==> config.mk <==
export PLATFORM = sky130hd
export DESIGN_NAME = btn_debounce
export DESIGN_NICKNAME = d
export VERILOG_FILES = /design/src/rtl/btn_debounce.sv
export SDC_FILE = /design/constraint.sdc
export NUM_CORES = 1
export LEC_CHECK = 0
export CORE_MARGIN = 4
export CORE_UTILIZATION = 60
export DETAILED_ROUTE_END_ITERATION = 12
export DONT_BUFFER_PORTS = 1
export GPL_TIMING_DRIVEN = 1
export MAX_ROUTING_LAYER = met4
export PLACE_DENSITY = 0.76
export SKIP_LAST_GASP = 1
export SLEW_MARGIN = 20
export SYNTH_ARGS = -nofsm -noshare
export SYNTH_HDL_FRONTEND = slang
export SYNTH_SLANG_ARGS = --single-unit
==> constraint.sdc <==
create_clock -name clk -period 15.5 [get_ports clk]
set_clock_uncertainty 0.2 [all_clocks]
set_input_delay 3.1 -clock clk [delete_from_list [all_inputs] [get_ports clk]]
set_output_delay 3.1 -clock clk [all_outputs]
set_load 0.03 [all_outputs]
==> src/rtl/btn_debounce.sv <==
// Per-channel button conditioner: two-flop synchronizer, stability counter,
// registered level, one-cycle press/release pulses and a press-toggled latch.
module btn_debounce #(
    parameter int WIDTH           = 8,
    parameter int DEBOUNCE_CYCLES = 1000000
) (
    input  logic             clk,
    input  logic             rst,
    input  logic [WIDTH-1:0] Btn,
    output logic [WIDTH-1:0] btn_level,
    output logic [WIDTH-1:0] btn_press,
    output logic [WIDTH-1:0] btn_release,
    output logic [WIDTH-1:0] btn_toggle
);

    localparam int CW = (DEBOUNCE_CYCLES > 1) ? $clog2(DEBOUNCE_CYCLES) : 1;
    localparam logic [CW-1:0] CNT_MAX  = CW'(DEBOUNCE_CYCLES - 1);
    localparam logic [CW-1:0] CNT_ZERO = CW'(0);
    localparam logic [CW-1:0] CNT_ONE  = CW'(1);

    logic [WIDTH-1:0] sync1_q;
    logic [WIDTH-1:0] sync2_q;
    logic [CW-1:0]    cnt_q [WIDTH];
    logic [CW-1:0]    cnt_d [WIDTH];
    logic [WIDTH-1:0] level_q;
    logic [WIDTH-1:0] level_d;
    logic [WIDTH-1:0] press_q;
    logic [WIDTH-1:0] press_d;
    logic [WIDTH-1:0] release_q;
    logic [WIDTH-1:0] release_d;
    logic [WIDTH-1:0] toggle_q;
    logic [WIDTH-1:0] toggle_d;

    // Two-stage synchronizer; nothing may sit between the stages.
    always_ff @(posedge clk or posedge rst) begin
        if (rst) begin
            sync1_q <= '0;
            sync2_q <= '0;
        end else begin
            sync1_q <= Btn;
            sync2_q <= sync1_q;
        end
    end

    // Next-state: a deviation must persist DEBOUNCE_CYCLES samples before it is accepted.
    always_comb begin
        level_d   = level_q;
        press_d   = '0;
        release_d = '0;
        toggle_d  = toggle_q;
        for (int i = 0; i < WIDTH; i++) begin
            cnt_d[i] = cnt_q[i];
        end
        for (int i = 0; i < WIDTH; i++) begin
            if (sync2_q[i] == level_q[i]) begin
                // Any agreeing sample restarts the count, which rejects bounce.
                cnt_d[i] = CNT_ZERO;
            end else if (cnt_q[i] == CNT_MAX) begin
                level_d[i]   = sync2_q[i];
                cnt_d[i]     = CNT_ZERO;
                press_d[i]   = sync2_q[i];
                release_d[i] = ~sync2_q[i];
                if (sync2_q[i]) begin
                    toggle_d[i] = ~toggle_q[i];
                end else begin
                    toggle_d[i] = toggle_q[i];
                end
            end else begin
                cnt_d[i] = cnt_q[i] + CNT_ONE;
            end
        end
    end

    // Counter and output registers.
    always_ff @(posedge clk or posedge rst) begin
        if (rst) begin
            for (int i = 0; i < WIDTH; i++) begin
                cnt_q[i] <= CNT_ZERO;
            end
            level_q   <= '0;
            press_q   <= '0;
            release_q <= '0;
            toggle_q  <= '0;
        end else begin
            for (int i = 0; i < WIDTH; i++) begin
                cnt_q[i] <= cnt_d[i];
            end
            level_q   <= level_d;
            press_q   <= press_d;
            release_q <= release_d;
            toggle_q  <= toggle_d;
        end
    end

    assign btn_level   = level_q;
    assign btn_press   = press_q;
    assign btn_release = release_q;
    assign btn_toggle  = toggle_q;

endmodule

==> results by group <==
Run status
  • Run status: complete, no violations

Layout
  • Layout area overhead: 9.35%
  • Util after Layout: between 60 and 70%
  • # diodes: 0
  • Fin nets: ~1000
  • Number of fill cells: 1233
  • Share of layout cells above drive strength 1: under 10%

Timing
  • Crit share post-route: about 28%
  • Slew HR: a little under half
  • RSZ-0062 raised after global routing: no
  • Setup TNS: 0 ps
  • Final setup violating endpoints: 0
  • F_max: 0.230 GHz
  • Slew @ Worst Pin: 810 ps
  • Final Max Slew Viols: 0
  • Final period demand of the worst path: 4340 ps
  • Endpoints failing hold: 0

Worst setup path
  • CP Max Fanout: 2
  • R2R setup slack: approximately 13000 ps
  • Worst Path Required: 12200 ps
  • Arrival time worst endpoint: between 1000 and 1500 ps
  • Startpoint types: register
  • Setup CP Type: reg2out
  • CP Capture Type: output pin
  • CP Launch Point: btn_toggle[1]
  • R2r startpoint: cnt_q[127]

Synthesis
  • Share of the synthesized area in the top cell type: a little over half
  • Most instantiated cells after synthesis: dfrtp_1, nor2_1, xnor2_1
  • Post-synth EDFFs: 0
  • Mapped Area: 0.00973 mm2
  • Mapped Cells: slightly below 1000
  • Ys flop type: dfrtp_1
  • Synth top area cells: dfrtp_1, xnor2_1, nor2_1
  • Post-synthesis sequential area ratio: between 50 and 60%
  • Yosys reg bits: around 210
  • Cell with the most instances after synthesis: dfrtp_1
  • Mapped Nets: around 1000
  • FFs w/ async S/R, synth: 100%
  • Yosys cell types: 45
  • Synth area leader: dfrtp_1
  • Synth Warn #: 0
  • Syn Area/Cell: around 10 um2

Global route
  • Vias in the first global route: around 6700
  • GRT Total Usage: about a fifth
  • First-pass GRT wire length: roughly 31 mm
  • Largest net degree at the start of global routing: between 100 and 150
  • Total grt overflow: 0
  • Initial antenna violation count: 0

CTS
  • CTS tree: yes
  • Clock Latency Late Sink: slightly above 500 ps
  • Post-CTS Hold Buffers: 0
  • Post-CTS sizing: 0
  • Post-CTS Setup Bufs: 0
  • CTS Buf Count: 22
  • Clk buf depth: 3
  • Clock sinks: roughly 210
  • Clk slew on worst S/H paths: 60 ps
  • H-tree level count: 1
  • Root Buffer: clkbuf_16

Floorplan
  • Starting Density: 61.2%
  • Die area: 0.0183 mm2
  • I/O pins: between 40 and 50
  • Core area: roughly 0.016 mm2
  • DIE HEIGHT: approximately 140 um
  • Width of the die: between 100 and 150 um
  • Std cell rows: 46

Flow run
  • Max capacitance violation total: 0

Routing
  • Final ANT Viol Nets: 0
  • Routed length per placed instance: ~14 um
  • Final WL: roughly 17 mm
  • Via Count: approximately 7000
  • Via-to-Cell Ratio: 5.73
  • DR iter-0 viols: around 450
  • First-pass DRT Iterations: 5
  • DRC viols: 0

Placement
  • Final GP Congestion: ~0.83
  • DP Wirelength: 11.1 mm
  • Port Buffers: 0

Power and ir drop
  • IR drop worst, VDD: 0.0000799 V
  • Power per Cell Area: between 100 and 150 mW/mm2
  • Leak pwr: approximately 4.2 nW

Min path
  • Hold Crit Class: reg2reg
  • Worst hold start: sync1_q[7]
==> state kept, by name, indices dropped and copies added, names as in the netlist <==
signal       flops
btn_press        8
sync2_q          8
sync1_q          8
cnt_q          160
btn_level        8
btn_toggle       8
btn_release      8
==> kinds of logic (layout without fill, tap and decap cells) <==
logic type,after synthesis,after routing,share of synthesized area [%]
compound gates,93,93,5.96
xor+xnor,111,111,9.99
fa+ha+maj,16,16,2.06
buf+inv,89,105,3.65
flops,208,208,53.5
mux,2,2,0.219
simple gates,456,456,24.6
==> layout make-up <==
class	count	area [um2]	share of cell area (%)
Timing Repair Buffer	7	56.3	0.529
Tap cell	216	270	2.54
Multi-Input combinational cell	678	4170	39.2
Inverter	59	229	2.15
Clock buffer	33	662	6.22
Sequential cell	208	5200	48.9
Clock inverter	6	47.5	0.447
==> final timing paths <==
| path | to | cells after the start |
|---|---|---|
| max reg2reg | cnt_q[131] | 5 |
| min in group asynchronous | sync1_q[5] | 1 |
| min | sync2_q[7] | 0 |
| max | btn_toggle[1] | 0 |
| min reg2reg | sync2_q[7] | 0 |
| max in group asynchronous | cnt_q[94] | 2 |
==> routing by layer <==
metal,vias to the layer above,wire length (um),track usage (%)
li1,3420,-,-
met1,3354,7910,27.3
met2,121,8350,32.4
met3,27,740,3.12
met4,0,283,5.26
met5,-,0,-
==> power by group <==
part	internal [mW]	switching, mW
sequential	0.550	0.00656
combinational	0.00839	0.0233
clock	0.296	0.203
==> metrics by stage <==
stage          worst slack (ps)  power, mW  hold WS, ps  cell area (um2)  cells
6_report                  11160       1.09          148            10600   1207
4_1_cts                   11040       1.10          150            10600   1207
5_1_grt                   11120       1.13          152            10600   1207
2_1_floorplan              6520      0.591          131             9730    975
3_3_place_gp              10520      0.598          133             9920   1168
3_5_place_dp              10500      0.599          136             9920   1168
==> layout by cell type (no fill, tap or decap), drive strengths merged, types with 3 or more instances in the layout <==
cell / netlist / layout
o21ai: 15 / 15
dfrtp: 208 / 208
ha: 16 / 16
xor2: 29 / 29
or2: 8 / 8
nor4bb: 4 / 4
o21bai: 14 / 14
nor3: 41 / 41
nor4: 43 / 43
xnor2: 82 / 82
and3: 4 / 4
nand3: 58 / 58
inv: 59 / 60
and4: 5 / 5
nand2: 49 / 49
nand3b: 3 / 3
clkinv: 0 / 4
or4: 37 / 37
buf: 12 / 7
or3b: 6 / 6
clkbuf: 18 / 33
nor4b: 3 / 3
nor2: 139 / 139
or3: 22 / 22
a21oi: 41 / 41
o31ai: 21 / 21
nand4: 30 / 30
Note: power is estimated with default switching activity, not from simulation.
